### src/rtl/serial_adder_pkg.sv
// Shared constants for the bit-serial adder: state encoding and default operand width.
package serial_adder_pkg;

   localparam int DEFAULT_WIDTH = 32;

   typedef logic [1:0] state_t;

   localparam state_t ST_IDLE = 2'd0;
   localparam state_t ST_RUN  = 2'd1;
   localparam state_t ST_DONE = 2'd2;

endpackage

### src/rtl/serial_adder_ctrl_fulladder.sv
// Single-bit full adder used as the per-bit datapath of the serial adder.
module fulladder (
   input  logic a,
   input  logic b,
   input  logic cin,
   output logic sum,
   output logic cout
);

   assign sum  = a ^ b ^ cin;
   assign cout = (a & b) | (cin & (a ^ b));

endmodule

### src/rtl/serial_adder_ctrl.sv
// Bit-serial N-bit adder: one bit pair per cycle, LSB first, through one full adder,
// with valid/ready handshakes on the operand and result sides.
module serial_adder_ctrl
   import serial_adder_pkg::*;
#(
   parameter  int WIDTH = DEFAULT_WIDTH,
   localparam int CNT_W = $clog2(WIDTH)
) (
   input  logic             clk,
   input  logic             rst,
   input  logic             in_valid,
   output logic             in_ready,
   input  logic [WIDTH-1:0] a,
   input  logic [WIDTH-1:0] b,
   input  logic             Cin,
   output logic             out_valid,
   input  logic             out_ready,
   output logic [WIDTH-1:0] Sum,
   output logic             Cout,
   output logic             Ovf
);

   localparam logic [CNT_W-1:0] CNT_LAST = CNT_W'(WIDTH - 1);

   state_t           state_q, state_d;
   logic [CNT_W-1:0] cnt_q, cnt_d;
   logic             carry_q, carry_d;
   logic [WIDTH-1:0] a_sh_q, a_sh_d;
   logic [WIDTH-1:0] b_sh_q, b_sh_d;
   logic [WIDTH-1:0] sum_sh_q, sum_sh_d;
   logic [WIDTH-1:0] sum_q, sum_d;
   logic             cout_q, cout_d;
   logic             ovf_q, ovf_d;
   logic             fa_sum, fa_cout;

   fulladder u_fa (
      .a    (a_sh_q[0]),
      .b    (b_sh_q[0]),
      .cin  (carry_q),
      .sum  (fa_sum),
      .cout (fa_cout)
   );

   always_comb begin
      // NOTE: every next-state signal gets a hold default first, so no path infers a latch.
      state_d  = state_q;
      cnt_d    = cnt_q;
      carry_d  = carry_q;
      a_sh_d   = a_sh_q;
      b_sh_d   = b_sh_q;
      sum_sh_d = sum_sh_q;
      sum_d    = sum_q;
      cout_d   = cout_q;
      ovf_d    = ovf_q;

      case (state_q)
         ST_IDLE: begin
            if (in_valid) begin
               a_sh_d  = a;
               b_sh_d  = b;
               carry_d = Cin;
               cnt_d   = '0;
               state_d = ST_RUN;
            end
         end
         ST_RUN: begin
            a_sh_d   = a_sh_q >> 1;
            b_sh_d   = b_sh_q >> 1;
            sum_sh_d = {fa_sum, sum_sh_q[WIDTH-1:1]};
            carry_d  = fa_cout;
            if (cnt_q == CNT_LAST) begin
               // Result registers load only here, so Sum/Cout/Ovf never show a partial sum.
               // carry_q is the carry into the MSB on this last bit.
               state_d = ST_DONE;
               sum_d   = sum_sh_d;
               cout_d  = fa_cout;
               ovf_d   = carry_q ^ fa_cout;
            end else begin
               cnt_d = cnt_q + 1'b1;
            end
         end
         ST_DONE: begin
            if (out_ready) state_d = ST_IDLE;
         end
         default: state_d = ST_IDLE;
      endcase
   end

   // NOTE: state uses non-blocking assignments so every flop samples pre-edge values.
   always_ff @(posedge clk or posedge rst) begin
      if (rst) begin
         state_q  <= ST_IDLE;
         cnt_q    <= '0;
         carry_q  <= 1'b0;
         a_sh_q   <= '0;
         b_sh_q   <= '0;
         sum_sh_q <= '0;
         sum_q    <= '0;
         cout_q   <= 1'b0;
         ovf_q    <= 1'b0;
      end else begin
         state_q  <= state_d;
         cnt_q    <= cnt_d;
         carry_q  <= carry_d;
         a_sh_q   <= a_sh_d;
         b_sh_q   <= b_sh_d;
         sum_sh_q <= sum_sh_d;
         sum_q    <= sum_d;
         cout_q   <= cout_d;
         ovf_q    <= ovf_d;
      end
   end

   assign in_ready  = (state_q == ST_IDLE);
   assign out_valid = (state_q == ST_DONE);
   assign Sum       = sum_q;
   assign Cout      = cout_q;
   assign Ovf       = ovf_q;

endmodule

### config.mk
export PLATFORM = sky130hd
export DESIGN_NAME = serial_adder_ctrl
export DESIGN_NICKNAME = d
export VERILOG_FILES = /design/src/rtl/serial_adder_pkg.sv /design/src/rtl/serial_adder_ctrl_fulladder.sv /design/src/rtl/serial_adder_ctrl.sv
export SDC_FILE = /design/constraint.sdc
export NUM_CORES = 1
export LEC_CHECK = 0
export CORE_MARGIN = 1
export CORE_UTILIZATION = 35
export CTS_CLUSTER_DIAMETER = 150
export CTS_CLUSTER_SIZE = 24
export DETAILED_ROUTE_END_ITERATION = 10
export GPL_ROUTABILITY_DRIVEN = 0
export PLACE_DENSITY_LB_ADDON = 0.05
export SYNTH_ARGS = -nofsm -noshare
export SYNTH_HDL_FRONTEND = slang
export SYNTH_SLANG_ARGS = --single-unit
### constraint.sdc
create_clock -name clk -period 4.3 [get_ports clk]
set_input_delay 0.86 -clock clk [delete_from_list [all_inputs] [get_ports clk]]
set_output_delay 0.86 -clock clk [all_outputs]
set_load 0.1 [all_outputs]
# Word-level counts from Yosys, hierarchy flattened
# Index checks and enable logic that the tools add are counted.
[op_classes]
n_eq_ne = 7
addsub = 1
bitwise = 6
reduce_logical = 6
div = 0
n_shift = 0
magnitude_cmp = 0
multipliers = 0
n_mux = 13
[ops]
columns = ["cell", "n"]
rows = [
  ["$pmux W32 S2", 2],
  ["$mux W32", 2],
  ["$mux W5", 2],
  ["$pmux W5 S2", 1],
  ["$mux W2", 3],
  ["$ne A2 B2 Y1 const B", 3],
  ["$pmux W2 S3", 1],
  ["$reduce_and A3 Y1", 2],
  ["$add A5 B1 Y5 const B", 1],
  ["$eq A5 B5 Y1 const B", 1],
  ["$reduce_and A2 Y1", 2],
  ["$xor A1 B1 Y1", 3],
  ["$and A1 B1 Y1", 2],
  ["$eq A2 B1 Y1 const B", 1],
  ["$eq A2 B2 Y1 const B", 1],
  ["$logic_not A2 Y1", 1],
  ["$ne A2 B1 Y1 const B", 1],
  ["$pmux W1 S2", 1],
  ["$reduce_bool A2 Y1", 1],
  ["$mux W1", 1],
  ["$or A1 B1 Y1", 1],
]
[totals]
latchBits = 0
inputBits = 69
elab_cells = 42
regBits = 138
ram_bits = 0
output_inout_bits = 36
mem_count = 0
mem_bits_ro = 0

# Depth between registers and ports, before layout
# Gate-level depths: netlist (run 1).
[logic_depth]
word_depth = 4
mapped_depth = 8
depth_no_buf = 6

# Hierarchy
# Synthesis (run 1) repeated with hierarchy kept, for this count alone.
[unflattened]
cells_unflattened = 464
hier_area_um2 = 5988.2
[by_module_without_submodules]
columns = ["module", "instances", "area_each_um2", "cells_each"]
rows = [
  ["serial_adder_ctrl", 1, 5968.2, 463],
  ["fulladder", 1, 20.0, 1],
]

# Least setup slack after synthesis (run 1)
# No wires, ideal clock.
[synth_path]
path_type = "register -> output"
startpoint = "reg state_q[0]"
endpoint = "out in_ready"
n_path_buf = 1
t_arrival_ns = 1.834
slack_ns = 1.606
t_required_ns = 3.440
path_stages_with_launch = 3
path_cell_list = "dfrtp_1 > buf_2 > nor2_1"
[synth_between]
elab_chain_cells = 1
[synth_rtl]
columns = ["item", "line_no", "text"]
rows = [
  ["start: declaration", "serial_adder_ctrl.sv:25", "state_t state_q, state_d;"],
  ["start signal: assignment", "serial_adder_ctrl.sv:102", "state_q <= state_d;"],
  ["$logic_not A2 Y1", "serial_adder_ctrl.sv:114", "assign in_ready = (state_q == ST_IDLE);"],
  ["end: declaration", "serial_adder_ctrl.sv:12", "output logic in_ready,"],
]
# Every way passes these cells.

# Worst setup path after layout (run 1)
[layout_path]
startpoint = "reg state_q[0]"
endpoint = "out out_valid"
[layout_between]
elab_chain_cells = 1
[layout_rtl]
columns = ["item", "line_no", "text"]
rows = [
  ["$eq A2 B2 Y1", "serial_adder_ctrl.sv:115", "assign out_valid = (state_q == ST_DONE);"],
  ["end: declaration", "serial_adder_ctrl.sv:16", "output logic out_valid,"],
]
# Every way passes these cells.

==> results of run 1 <==
==> power by group through the flow <==
stage                     logic [mW]  clock network, mW  registers (mW)
after floorplan                 1.24                  0            2.58
after global placement          2.08                  0            2.14
after detailed placement        2.13                  0            2.16
after CTS                       2.13               1.48            2.14
after global routing            2.30               1.55            2.21
final                           2.09               1.44            2.13
==> state kept, by name, summed over array words and instances (netlist names) <==
name / count
Cout: 1
Ovf: 1
Sum: 32
a_sh_q: 32
b_sh_q: 32
carry_q: 1
cnt_q: 5
state_q: 2
sum_sh_q: 31
==> cell families after synthesis <==
| kind of cell | count (synthesis) |
|---|---|
| AO/OA/AOI/OAI | 78 |
| XOR/XNOR | 1 |
| adder cells (fa/ha/maj) | 3 |
| buffers and inverters | 39 |
| flip-flops | 137 |
| multiplexers | 97 |
| AND/OR/NAND/NOR | 176 |
==> worst max-delay path, stage by stage, from the launching register on <==
cell             delay [ns]
dfrtp_1                0.55
nand2b_1               0.24
inv_1                  0.06
clkdlybuf4s50_1        1.12
==> metal layers <==
layer | part of all wire [%] | routed length [um]
met1 | 47 | 5424
met2 | 45 | 5219
met3 | 5.6 | 645
met4 | 2.1 | 242
met5 | 0.11 | 13
==> cells in the mapped netlist, types with 2 or more instances <==
library cell	number
a21oi_1	3
a22o_1	4
buf_2	7
buf_4	7
buf_6	7
buf_8	3
clkbuf_1	11
dfrtp_1	137
ha_1	2
inv_1	4
mux2_2	6
mux2_4	27
mux2i_1	64
nand2_1	161
nand2b_1	5
nor2_1	2
nor2b_1	4
o21ai_0	63
o21ai_1	4
==> layout make-up <==
| class | instances | area share, % |
|---|---|---|
| clock buffers | 19 | 5.740 |
| clock inverters | 13 | 1.897 |
| inverters | 4 | 0.2432 |
| multi-input cells | 355 | 29.88 |
| flip-flops and latches | 137 | 44.43 |
| well taps | 220 | 3.567 |
| repair buffers | 110 | 14.24 |
==> how the worst max path moves through the flow <==
stage                     startpoint        end  slack [ns]  depth (start not counted)
after floorplan           state_q[0]   in_ready        1.61                          2
after global placement    state_q[0]  out_valid        1.49                          3
after detailed placement  state_q[0]  out_valid        1.47                          3
after CTS                 state_q[0]  out_valid        1.02                          3
after global routing      state_q[0]  out_valid        0.96                          3
final                     state_q[0]  out_valid        1.04                          3
==> placed cells by master, fill, tap and decap left out, drive strengths merged <==
master	netlist	final
clkbuf	11	19
a21oi	3	3
and3	1	1
ha	2	2
nor2b	4	4
nand2b	5	5
inv	4	5
fa	1	1
a22o	4	4
bufinv	0	2
o311ai	1	1
a221oi	1	1
clkinv	0	7
o21ai	67	67
clkdlybuf4s50	0	104
nor2	2	2
buf	24	6
nand3b	1	1
nand4b	1	1
dfrtp	137	137
nand2	161	161
mux2i	64	64
o22ai	1	1
clkinvlp	0	3
xnor2	1	1
mux2	33	33
nand3	1	1
o21bai	1	1
==> run metrics, run 1 <==
hold slack=0.4771 ns; Post-Syn Nets=603; largest family of logic cells by synthesized area=multiplexers; total power=5.655 mW; min-delay worst type=flip-flop to flip-flop; final WL=11.55 mm; register area=3428 um^2; Synth Area in Compound Gates=7.031%; FP Rows=47; Vias=3896; global route overflow=0; H-tree Lvls=4; largest net degree at the start of global routing=138; simple-gate portion of the synthesized area=11.63%; R2R Path Start=cnt_q[0]; Slew headroom=25.84%; Clock power frac=25.5%; CP Class=flip-flop to primary output; Die Wd=132.7 um; Net Sw Frac=38.63%; GR Util met3=4.789%; Reg clk slew, reported paths=0.06 ns; R2R depth=6; Sw Pwr=2.184 mW; area of the multi-input gates=2306 um^2; R2R Path End=Sum[5]; crit path capture type=primary output; Reg power frac=37.6%; register area share after synthesis=57.33%; Final Hold Vio Count=0; Setup crit start kind=flip-flop; fin area=7716 um^2; Fill cells=1525; Final Slew Violations=0; Worst Hold Depth=2; Port-buffer cells=104; PD cells=732.8 nW/um^2; Highest Clock Rate=0.3072 GHz; top post-synthesis cells by area=dfrtp_1 57%, mux2i_1 11%, nand2_1 10%, mux2_4 6.8%, o21ai_0 5.3%; post-synthesis mux area share=18.62%; DIE AREA=17610 um^2; I/O pins=105; Final min period=3.255 ns; fin crit share=75.70%; Starting DRT DRC Count=196; maximum clock insertion buffer count=2; nets@finish=697; area share of the leading cell type in the synthesized netlist=57.33%; DR vias/cell=4.541; Worst EP arrival=2.40 ns; Root Buffer=clkbuf_16; GR peak layer=met2; antenna violations before repair=1; peak supply drop=0.0003415 V; Worst-Margin Slew=1.110 ns; Starting Density=35.93%; adder-cell share of the synthesized area=0.7533%; met2 usage=21.64%; Sink Count=137; number of synthesized flops with an enable pin=0; cts repair resizes=0; CTS Buf Count=17; Leak=3.637 nW; Finished Layout Cells=858; cell-internal power=3.470 mW; Initial DRT Pass Iterations=4; worst skew pair latency=0.42 ns; clk_skew=0.006698 ns; pre-CTS setup slack=1.470 ns; area of placed instances=7127 um^2; core area=16640 um^2; P&R area growth vs syn=29.04%; YS warnings=0; post-route setup slack=1.045 ns; share of layout cells above drive strength 1=11.60%; post-detail-place hpwl=7.324 mm; n_diodes=0; Post-synth ARST share=100.0%; vias in the first global route=3918; met1 Usage GRT=18.64%; final-report setup violation count=0; data required time at the worst endpoint=3.44 ns; Hold Path End=b_sh_q[9]; outcome=completed; max cap viols=0; postcts setup bufs=0; number of library cell types mapped by synthesis=29; Final Core Density=46.36%; Synth Flop Type=dfrtp_1; area leader, netlist=dfrtp_1; reg2reg setup slack=1.70 ns; Residual DRC=0; Hold Crit Start=b_sh_q[9]; combinational cell fraction of total power=36.9%; Overall Global Routing Usage=14.36%; Fin Setup TNS=0 ns; flops & latches, synth=137; CP max FO=14; synthesized cell area=5979 um^2; cell count after placement=826; hold_buf cts=0; die height=132.7 um; wire per inst=13.46 um; syn_area_per_cell=11.26 um^2; global-route wire length before repair=19.90 mm; RSZ-0062 raised after global routing=false; XOR/XNOR share of the synthesized area=0.1465%; post-route ant nets=0; cell count after synthesis=531; CTS tree=built
Power figures use the tool's default switching activity.
==> run 2, diff against run 1 <==
==> constraint.sdc (replaced) <==
create_clock -name clk -period 2.8 [get_ports clk]
set_input_delay 0.56 -clock clk [delete_from_list [all_inputs] [get_ports clk]]
set_output_delay 0.56 -clock clk [all_outputs]
set_load 0.1 [all_outputs]
==> run metrics, run 2 (same netlist as run 1, synthesis figures left out) <==
most frequent cells in the layout=161 x nand2_1, 137 x dfrtp_1, 68 x clkdlybuf4s50_1; Sink Count=137 (unchanged); antenna violations before repair=1 (unchanged); Slew headroom=49.29% (+23 points); I/O pins=105 (unchanged); CP Cell Sequence=nand2b_1 -> inv_1 -> buf_4; Port-buffer cells=104 (unchanged); cts repair resizes=0 (unchanged); wl on met1=5.719 mm (+5.4%); Residual DRC=0 (unchanged); kind of cell adding the most delay to the critical path=flip-flops; P&R area growth vs syn=29.40%; Setup crit start kind=flip-flop; global-route wire length before repair=20.01 mm (+0.56%); CTS Buf Count=17 (unchanged); wire per inst=13.88 um (+3.2%); commonest non-fill, non-tap cell in the layout=nand2_1; Final Slew Violations=0 (unchanged); Final min period=2.173 ns; fin crit share=77.62%; final WL=11.97 mm (+3.7%); largest net degree at the start of global routing=91 (-34%); outcome=completed; Hold Crit Start=a_sh_q[16]; post-route setup slack=0.6266 ns (-0.4182 ns); peak supply drop=0.0007466 V (+120%); reg2reg setup slack=0.80 ns (-0.90 ns); R2R depth=4 (-2); core area=16640 um^2 (unchanged); Vias=3907 (+0.28%); Fin Setup TNS=0 ns (unchanged); clk_skew=0.007518 ns (+0.0008195 ns); max cap viols=0 (unchanged); post-detail-place hpwl=7.910 mm (+8.0%); Worst Path Buf+Inv=2 (unchanged); Hold Path End=a_sh_q[16]; FP Rows=47 (unchanged); data required time at the worst endpoint=2.24 ns (-1.20 ns); Starting Density=35.93% (unchanged); die height=132.7 um (unchanged); Starting DRT DRC Count=205 (+4.6%); nets@finish=701 (+0.57%); DIE AREA=17610 um^2 (unchanged); CP max FO=14 (unchanged); met3 WL=624 um (-3.3%); Reg clk slew, reported paths=0.06 ns (about the same); Overall Global Routing Usage=14.59% (+0.23 points); Fill cells=1567 (+2.8%); Die Wd=132.7 um (unchanged); Critical Path Slowest Stage Cell=dfrtp_1; n_diodes=0 (unchanged); Final Hold Vio Count=0 (unchanged); CTS tree=built; pre-CTS setup slack=0.7588 ns (-0.7113 ns); R2R Path Start=state_q[0]; vias in the first global route=3969 (+1.3%); Final Core Density=46.49% (+0.13 points); R2R Path End=a_sh_q[30]; global route overflow=0 (unchanged); CP max stage delay=0.60 ns (-0.52 ns); postcts setup bufs=0 (unchanged); H-tree Lvls=4 (unchanged); maximum clock insertion buffer count=2 (unchanged); worst skew pair latency=0.41 ns (about the same); CP Class=flip-flop to primary output; post-route ant nets=0 (unchanged); RSZ-0062 raised after global routing=false; hold_buf cts=0 (unchanged); Root Buffer=clkbuf_16; Leak=3.752 nW (+3.2%); Initial DRT Pass Iterations=4 (unchanged); area of the multi-input gates=2306 um^2 (unchanged); Highest Clock Rate=0.4601 GHz; register area=3428 um^2 (unchanged); min-delay worst type=flip-flop to flip-flop; Worst-Margin Slew=0.7607 ns (-0.3494 ns); DR vias/cell=4.532 (-0.18%); final-report setup violation count=0 (unchanged); PD cells=1137 nW/um^2 (+55%); Top Layer Used=met5; Worst EP arrival=1.61 ns (-0.79 ns); Worst Hold Depth=2 (unchanged); crit path capture type=primary output; share of layout cells above drive strength 1=17.91% (+6.3 points); routed length on met2=5.433 mm (+4.1%)
## run 2: how the worst max path moves through the flow
stage / startpoint / endpoint / slack [ns] / cells past startpoint
floorplan: state_q[0] / in_ready / 0.41 / 2
global placement: state_q[0] / a_sh_q[30] / 0.77 / 4
detailed placement: state_q[0] / a_sh_q[30] / 0.76 / 4
CTS: state_q[0] / out_valid / 0.59 / 3
global route: state_q[0] / out_valid / 0.53 / 3
finish: state_q[0] / out_valid / 0.63 / 3
## run 2: area by class of cell
cell class / instances / share of cell area [%]
flip-flops and latches: 137 / 44.31
clock inverters: 13 / 2.167
well taps: 220 / 3.558
multi-input cells: 355 / 29.80
clock buffers: 19 / 5.854
inverters: 4 / 0.2426
repair buffers: 114 / 14.07
## run 2: worst register-to-register path: cells and delay by family (launching register included)
kind / cells / cell delay [ns]
compound gates: 1 / 0.10
buf+inv: 1 / 0.47
mux: 1 / 0.31
simple gates: 1 / 0.27
flops: 1 / 0.73
## run 2: layer usage
layer  global-route usage (%)  up-vias
met5                        0        -
met4                    5.747        2
met3                    4.904       15
met2                    22.60       77
met1                    18.79     1825
li1                         -     1988
## run 2: per-stage QoR
step	total power [mW]	cell area [um^2]	hold slack [ns]	cells
after detailed placement	6.582	7117	0.4700	830
final	8.799	7737	0.4770	862
after CTS	8.944	7737	0.4837	862
after global placement	6.495	7117	0.4621	830
after global routing	9.398	7737	0.5006	862
after floorplan	5.865	5983	0.4459	531
## run 2: power by group
group          total, mW  internal, mW  switching [mW]
Sequential          3.27          2.78           0.496
Clock               2.32          1.45           0.867
Combinational       3.20          1.18            2.03
Total               8.80          5.41            3.39
==> run 3, diff against run 2 <==
==> constraint.sdc (replaced) <==
create_clock -name clk -period 1.8 [get_ports clk]
set_input_delay 0.36 -clock clk [delete_from_list [all_inputs] [get_ports clk]]
set_output_delay 0.36 -clock clk [all_outputs]
set_load 0.1 [all_outputs]
==> run metrics, run 3 (same netlist as run 1, synthesis figures left out) <==
Overall Global Routing Usage=14.72% (+0.13 points); DR vias/cell=4.580 (+1.0%); Leak=3.980 nW (+6.1%); CP Cell Sequence=ha_2 -> and3_4 -> ha_4 -> nand3b_1 -> buf_6 -> clkbuf_16 -> mux2_4; Residual DRC=0 (unchanged); PD cells=1709 nW/um^2 (+50%); hold_buf cts=0 (unchanged); commonest non-fill, non-tap cell in the layout=nand2_1; DIE AREA=17610 um^2 (unchanged); vias in the first global route=4054 (+2.1%); global route overflow=0 (unchanged); CTS tree=built; Starting Density=35.93% (unchanged); Root Buffer=clkbuf_16; Final Hold Vio Count=0 (unchanged); nets@finish=719 (+2.6%); CTS Buf Count=17 (unchanged); Sink Count=137 (unchanged); share of layout cells above drive strength 1=21.06% (+3.1 points); kind of cell adding the most delay to the critical path=flip-flops; core area=16640 um^2 (unchanged); Die Wd=132.7 um (unchanged); Worst Path Buf+Inv=2 (unchanged); crit path capture type=flip-flop; Reg clk slew, reported paths=0.06 ns (about the same); worst skew pair latency=0.42 ns (about the same); antenna violations before repair=0 (-1); Slew headroom=74.86% (+26 points); die height=132.7 um (unchanged); Finished Layout Cells=880 (+2.1%); Worst-Margin Slew=0.3771 ns (-0.3836 ns); maximum clock insertion buffer count=2 (unchanged); final WL=12.24 mm (+2.3%); peak supply drop=0.0008165 V (+9.4%); Starting DRT DRC Count=142 (-31%); Fin Setup TNS=0 ns (unchanged); RSZ-0062 raised after global routing=true; cell count after placement=841 (+1.3%); I/O pins=105 (unchanged); P&R area growth vs syn=40.93%; final-report setup violation count=0 (unchanged); FP Rows=47 (unchanged); data required time at the worst endpoint=2.10 ns (-0.14 ns); Setup crit start kind=flip-flop; Initial DRT Pass Iterations=4 (unchanged); global-route wire length before repair=20.34 mm (+1.7%); outcome=completed; Final Slew Violations=0 (unchanged); most frequent cells in the layout=161 x nand2_1, 135 x dfrtp_1, 68 x clkdlybuf4s50_1; H-tree Lvls=4 (unchanged); n_diodes=0 (unchanged); wire per inst=13.91 um (+0.18%); Highest Clock Rate=0.5675 GHz; post-detail-place hpwl=8.188 mm (+3.5%); max cap viols=0 (unchanged); min-delay worst type=input port to asynchronous set/reset pin; Final min period=1.762 ns; fin crit share=97.89%; CP max stage delay=0.39 ns (-0.21 ns); clk_skew=0.008313 ns (+0.0007957 ns); Critical Path Slowest Stage Cell=dfrtp_1; Worst EP arrival=2.07 ns (+0.46 ns); largest net degree at the start of global routing=74 (-19%); CP Class=flip-flop to flip-flop; Vias=4030 (+3.1%); Port-buffer cells=104 (unchanged); CP max FO=7 (-7); post-route ant nets=0 (unchanged)
-- run 3: cell count changes in the layout (fill, tap and decap cells not counted), moves of 3 or more --
cell       previous run  this run
inv_8                 0         3
buf_4                41        15
clkbuf_16            17        20
inv_6                 2         6
buf_12                5        45
mux2_2                6         3
mux2_4               27        30
-- run 3: power breakdown --
part / internal [mW] / switching [mW]
Sequential: 4.33 / 0.849
Clock: 1.96 / 1.45
Combinational: 2.56 / 3.26
Total: 8.84 / 5.56
-- run 3: repair_timing --
item / in CTS / in global routing
gates resized for setup: 3 / 9
cloned: 0 / 3
pin swaps: 0 / 1
buffers inserted: 0 / 4
setup endpoints to repair: 13 / 36
-- run 3: worst register-to-register path: cells and delay by family, from the launching register on --
kind	cells	cell delay, ns
AND/OR/NAND/NOR	2	0.29
adder cells (fa/ha/maj)	2	0.34
buffers and inverters	2	0.33
multiplexers	1	0.29
flip-flops	1	0.39
-- run 3: routing by layer --
| layer | routed length, um | vias to the layer above | GRT usage (%) |
|---|---|---|---|
| met5 | 0 | - | 0 |
| met1 | 5676 | 1923 | 18.55 |
| li1 | - | 2013 | - |
| met4 | 200 | 0 | 6.513 |
| met3 | 654 | 17 | 4.904 |
| met2 | 5707 | 77 | 22.98 |
-- run 3: final timing paths --
path	start	to	slack, ns	depth (start not counted)
max in group asynchronous	rst	b_sh_q[11]	1.06	3
min reg2reg	sum_sh_q[1]	sum_sh_q[1]	0.48	2
min	rst	sum_sh_q[27]	0.41	3
max reg2reg	cnt_q[1]	Cout	0.04	7
max	cnt_q[1]	Cout	0.04	7
min in group clk	sum_sh_q[1]	sum_sh_q[1]	0.48	2
-- run 3: cell type report --
cell class | instances | area [um^2]
Clock buffer | 17 | 425.4
Clock inverter | 15 | 156.4
Fill cell | 1454 | 8215
Inverter | 4 | 18.77
Multi-Input combinational cell | 355 | 2340
Sequential cell | 137 | 3431
Tap cell | 220 | 275.3
Timing Repair Buffer | 132 | 1780
-- run 3: through the flow --
step                instance area [um^2]  hold slack (ns)  worst slack (ns)  util, %  power [mW]
global placement                    7692           0.4617         -0.009036    46.22       10.89
detailed placement                  7692           0.4696          -0.04151    46.22       11.05
floorplan                           5992           0.4459           -0.2671        -       9.129
CTS                                 8283           0.4131        -0.0004234    49.77       14.52
global route                        8427           0.4449          -0.02783    50.64       15.29
finish                              8427           0.4109           0.03798    50.64       14.40
